===== src/rtl/uart_tx.sv =====
// UART transmitter, 8N1 LSB-first framing with a valid/ready byte handshake.
// Define UART_TX_PARITY_EN to insert an even-parity bit before the stop bit (8E1).
module uart_tx #(
  parameter int CLK_FREQ = 100_000_000,
  parameter int BAUD_0   = 9600,
  parameter int BAUD_1   = 19200,
  parameter int BAUD_2   = 57600,
  parameter int BAUD_3   = 115200
) (
  input  logic       clk,
  input  logic       rst,
  input  logic [1:0] brate_selection,
  input  logic [7:0] byte_data,
  input  logic       tx_valid,
  output logic       tx_ready,
  output logic       tx_output,
  output logic       tx_busy,
  output logic       tx_done
);

  localparam int DIV_0   = CLK_FREQ / BAUD_0;
  localparam int DIV_1   = CLK_FREQ / BAUD_1;
  localparam int DIV_2   = CLK_FREQ / BAUD_2;
  localparam int DIV_3   = CLK_FREQ / BAUD_3;
  localparam int MAX_01  = (DIV_0 > DIV_1) ? DIV_0 : DIV_1;
  localparam int MAX_23  = (DIV_2 > DIV_3) ? DIV_2 : DIV_3;
  localparam int MAX_DIV = (MAX_01 > MAX_23) ? MAX_01 : MAX_23;
  localparam int CNT_W   = (MAX_DIV > 1) ? $clog2(MAX_DIV) : 1;

`ifdef UART_TX_PARITY_EN
  typedef enum logic [2:0] {S_IDLE, S_START, S_DATA, S_PARITY, S_STOP} state_t;
`else
  typedef enum logic [2:0] {S_IDLE, S_START, S_DATA, S_STOP} state_t;
`endif

  state_t             state_q, state_d;
  logic [CNT_W-1:0]   cnt_q, cnt_d;
  logic [CNT_W-1:0]   div_m1_q, div_m1_d;
  logic [CNT_W-1:0]   sel_div_m1;
  logic [2:0]         bit_cnt_q, bit_cnt_d;
  logic [7:0]         shift_q, shift_d;
  logic               tx_output_q, tx_output_d;
  logic               tx_ready_q, tx_ready_d;
  logic               tx_busy_q, tx_busy_d;
  logic               tx_done_q, tx_done_d;
  logic               bit_end;
`ifdef UART_TX_PARITY_EN
  logic               parity_q, parity_d;
`endif

  // The bit period is stored as DIV-1 so the counter compares directly against it.
  always_comb begin
    sel_div_m1 = CNT_W'(DIV_0 - 1);
    case (brate_selection)
      2'b00:   sel_div_m1 = CNT_W'(DIV_0 - 1);
      2'b01:   sel_div_m1 = CNT_W'(DIV_1 - 1);
      2'b10:   sel_div_m1 = CNT_W'(DIV_2 - 1);
      default: sel_div_m1 = CNT_W'(DIV_3 - 1);
    endcase
  end

  always_comb begin
    state_d   = state_q;
    div_m1_d  = div_m1_q;
    bit_cnt_d = bit_cnt_q;
    shift_d   = shift_q;
`ifdef UART_TX_PARITY_EN
    parity_d  = parity_q;
`endif
    bit_end   = (cnt_q == div_m1_q);
    cnt_d     = bit_end ? '0 : cnt_q + CNT_W'(1);

    case (state_q)
      S_IDLE: begin
        cnt_d = '0;
        if (tx_valid && tx_ready_q) begin
          shift_d   = byte_data;
          div_m1_d  = sel_div_m1;
          bit_cnt_d = 3'd0;
`ifdef UART_TX_PARITY_EN
          parity_d  = ^byte_data;
`endif
          state_d   = S_START;
        end
      end
      S_START: begin
        if (bit_end) state_d = S_DATA;
      end
      S_DATA: begin
        if (bit_end) begin
          if (bit_cnt_q == 3'd7) begin
`ifdef UART_TX_PARITY_EN
            state_d = S_PARITY;
`else
            state_d = S_STOP;
`endif
          end else begin
            bit_cnt_d = bit_cnt_q + 3'd1;
            shift_d   = shift_q >> 1;
          end
        end
      end
`ifdef UART_TX_PARITY_EN
      S_PARITY: begin
        if (bit_end) state_d = S_STOP;
      end
`endif
      S_STOP: begin
        if (bit_end) state_d = S_IDLE;
      end
      default: state_d = S_IDLE;
    endcase

    // Outputs are derived from the next state so they can be registered without lag.
    case (state_d)
      S_START:  tx_output_d = 1'b0;
      S_DATA:   tx_output_d = shift_d[0];
`ifdef UART_TX_PARITY_EN
      S_PARITY: tx_output_d = parity_d;
`endif
      default:  tx_output_d = 1'b1;
    endcase
    tx_ready_d = (state_d == S_IDLE);
    tx_busy_d  = (state_d != S_IDLE);
    tx_done_d  = (state_d == S_STOP) && (cnt_d == div_m1_d);
  end

  always_ff @(posedge clk or posedge rst) begin
    if (rst) begin
      state_q     <= S_IDLE;
      cnt_q       <= '0;
      div_m1_q    <= '0;
      bit_cnt_q   <= 3'd0;
      shift_q     <= 8'd0;
`ifdef UART_TX_PARITY_EN
      parity_q    <= 1'b0;
`endif
      tx_output_q <= 1'b1;
      tx_ready_q  <= 1'b1;
      tx_busy_q   <= 1'b0;
      tx_done_q   <= 1'b0;
    end else begin
      state_q     <= state_d;
      cnt_q       <= cnt_d;
      div_m1_q    <= div_m1_d;
      bit_cnt_q   <= bit_cnt_d;
      shift_q     <= shift_d;
`ifdef UART_TX_PARITY_EN
      parity_q    <= parity_d;
`endif
      tx_output_q <= tx_output_d;
      tx_ready_q  <= tx_ready_d;
      tx_busy_q   <= tx_busy_d;
      tx_done_q   <= tx_done_d;
    end
  end

  assign tx_output = tx_output_q;
  assign tx_ready  = tx_ready_q;
  assign tx_busy   = tx_busy_q;
  assign tx_done   = tx_done_q;

endmodule


===== config.mk =====
export PLATFORM = sky130hd
export DESIGN_NAME = uart_tx
export DESIGN_NICKNAME = d
export VERILOG_FILES = /design/src/rtl/uart_tx.sv
export SDC_FILE = /design/constraint.sdc
export NUM_CORES = 1
export LEC_CHECK = 0
export CAP_MARGIN = 5
export CELL_PAD_IN_SITES_DETAIL_PLACEMENT = 0
export CELL_PAD_IN_SITES_GLOBAL_PLACEMENT = 1
export CORE_AREA = 4 4 81 83
export CTS_CLUSTER_SIZE = 30
export DETAILED_ROUTE_END_ITERATION = 7
export DIE_AREA = 0 0 85 87
export GPL_ROUTABILITY_DRIVEN = 0
export GPL_TIMING_DRIVEN = 0
export PLACE_DENSITY_LB_ADDON = 0.1
export SYNTH_ARGS = -nofsm -noshare
export SYNTH_HDL_FRONTEND = slang
export SYNTH_SLANG_ARGS = --single-unit
export TNS_END_PERCENT = 10

===== constraint.sdc =====
create_clock -name clk -period 2.7 [get_ports clk]
set_input_delay 0.27 -clock clk [delete_from_list [all_inputs] [get_ports clk]]
set_output_delay 0.27 -clock clk [all_outputs]
set_load 0.02 [all_outputs]

==> results.toml <==
[run_status]
outcome = "finished clean"

[cts]
h-tree-depth = 2
cts_sinks = 46
clkLatencyLatePin_ns = 0.30
cts_buffers = 5
ctsHoldBuffers = 0
clk_pin_slew_ns = 0.08
cts_root_buf = "clkbuf_8"
cts_tree = "yes"
clock_path_buffers = 2

[global_route]
grt_max_degree = 29
grtUsageTotal = 0.1886
grt_pass1_wl_um = 11070
antenna_found_initial = 0
grt_overflow = 0
grt_pass1_vias = 2166

[final_layout]
layout-drive-gt1-share = 0.1225
final_cell_mix = "dfrtp_1 (44), nand2_1 (31), xor2_1 (22), nor2_1 (20), clkdlybuf4s50_1 (16)"
stdcell_area_sq_um = 3030
final_common_cell = "dfrtp_1"
fin_nets = 322
n_antenna_cell = 0
area_growth_pct = 15.28

[detailed_routing]
firstDrtPassIters = 4
wirelength_um = 6406
wl_per_cell_um = 16.99
vias = 2103
drc = 0
routed_via_density = 5.578
ant_nets = 0
drtIter0Drc = 113

[timing]
final-setup-viol-count = 0
rsz0062_at_grt = "no"
fin_crit_ns = 2.484
fin_crit_sh = 0.9199
maxSlewViolCount = 0
hold_violations = 0
setup_ws_ns = 0.2162
skew_ns = 0.006005
max_freq_ghz = 0.4026

[placed_design]
dp_hpwl_um = 4783
io_buffers = 16
place_area_sq_um = 2903
pre_cts_ws_ns = -0.1741

[floorplanning]
core-area_sq_um = 5851
initial_core_util = 0.4493
die_h_um = 87
rows = 28
ios = 17
dieArea_sq_um = 7395
dieWidth_um = 85

[power_and_ir_drop]
leakagePower_nw = 1.346
power_mw = 1.645
power.density_nw_per_um2 = 542.7
swShare = 0.3149
intPower_mw = 1.127
power.switching_mw = 0.5179
p_seq_frac = 0.501
p_clk_frac = 0.269
ir_drop_v = 0.0003197
pwr-share-comb = 0.230

[worst_setup_path]
cp.required_ns = 2.88
reg2reg_from = "cnt_q[6]"
crit_family = "simple AND/OR/NAND/NOR gates"
reg2reg_to = "tx_done"
worst-path-max-fanout = 9
crit_chain = "buf_2, xor2_1, nor4_2, and4_1, buf_2, nor3_1, mux2_2, a311oi_1, nor4_2"
crit_buf_inv = 2
rrSetupSlack_ns = 0.22
crit_path_max_incr_delay_ns = 0.36
worstPathArrival_ns = 2.66
r2r_cells = 9
endpoint_kind = "register"
path_class = "reg2reg"
critPathLaunchType = "register"
crit_path_top_delay_cell = "dfrtp_1"

[yosys]
syn_inst = 276
yosysUniqueCellTypes = 59
synth.top_cells.by_area = "dfrtp_1 (42%), xor2_1 (7.3%), nand2_1 (4.6%), ha_1 (3.8%), nor2_1 (2.9%)"
yosysTopAreaCell = "dfrtp_1"
synthesis.area_sq_um = 2629
synth_top_area_share = 0.4188
synth_warnings = 0
ys.flop_type = "dfrtp_1"
synth_nets = 297
synth_edf_count = 0
yosysSeqAreaShare = 0.4388
async_reset_ff_frac = 1.000
synth.avg_cell_area_sq_um = 9.525
synth-seq-cells = 46

[hold_path]
hold_path.class = "in2async"

[run]
cap_violations = 0
-- synth_stat cells (all sizes together), types with 3 or more instances --
master,instances
a22oi,6
nand3,12
nor4,5
and3,4
nor2,22
and2,4
clkbuf,4
buf,8
nor3,7
o21ai,12
xnor2,7
a211o,3
dfrtp,44
and4,3
a21oi,11
nand2,32
ha,8
nand4,5
a211oi,5
or3,6
xor2,22
inv,11
-- cells by family (layout without fill, tap and decap cells) --
group / after synthesis / count (layout) / synth area share
other cells: 1 / 1 / 0.001427
fa+ha+maj: 8 / 8 / 0.03808
compound gates: 59 / 59 / 0.1552
simple gates: 108 / 108 / 0.2204
xor+xnor: 29 / 29 / 0.09662
mux: 2 / 2 / 0.008567
flops: 46 / 46 / 0.4388
buf+inv: 23 / 49 / 0.04093
-- worst register-to-register path: stages, from the launching register on --
cell and delay, ns:
dfrtp_1 0.36, buf_2 0.18, xor2_1 0.18, nor4_2 0.34, and4_1 0.22, buf_2 0.26, nor3_1 0.12, mux2_2 0.28
a311oi_1 0.35, nor4_2 0.08
-- per-layer routing --
layer,vias to the layer above,wire length (um),GRT usage
met4,0,112,0.06475
li1,1032,-,-
met3,9,224,0.03595
met2,40,3218,0.3192
met5,-,0,0
met1,1022,2850,0.2422
-- how the worst max path moves through the flow --
stage / slack (ns) / startpoint / end / depth (start not counted)
finish: 0.22 / cnt_q[6] / tx_done / 9
global route: 0.04 / state_q[1] / tx_done / 9
floorplan: 0.50 / tx_ready / tx_done / 8
global placement: -0.21 / cnt_q[11] / tx_done / 9
CTS: 0.03 / tx_ready / tx_done / 9
detailed placement: -0.17 / tx_valid / tx_done / 10
-- through the flow --
| step | hold slack (ns) | instances | util | setup TNS (ns) |
|---|---|---|---|---|
| after CTS | 0.2791 | 379 | 0.5165 | 0 |
| after global routing | 0.2967 | 377 | 0.5180 | 0 |
| after floorplan | 0.3868 | 276 | - | 0 |
| after global placement | 0.4627 | 367 | 0.4927 | -1.275 |
| final | 0.2742 | 377 | 0.5180 | 0 |
| after detailed placement | 0.4675 | 368 | 0.4962 | -1.285 |
-- timing repair --
item                       4_1_cts  5_1_grt
gates resized for setup          1        5
setup endpoints to repair       10        9
pin swaps                        1        0
buffers inserted                 3        0
-- area by class of cell --
class	instances	area (sq um)
inverters	11	41.29
well taps	75	93.84
plain buffers	10	60.06
multi-input cells	207	1389
clock buffers	8	90.09
fillers	533	2820
flip-flops and latches	46	1154
repair buffers	20	202.7
-- power by group through the flow --
stage	clock, mW	sequential (mW)	combinational, mW
after global placement	0	0.836	0.367
after detailed placement	0	0.837	0.372
final	0.443	0.824	0.378
after floorplan	0	0.826	0.261
after CTS	0.457	0.824	0.374
after global routing	0.485	0.835	0.424
-- flip-flops by register name (all words and copies together), names as in the netlist --
register / cells
shift_q: 8
state_q: 3
bit_cnt_q: 3
div_m1_q: 14
tx_done: 1
tx_output: 1
cnt_q: 14
tx_busy: 1
tx_ready: 1
Note: power is estimated with default switching activity, not from simulation.
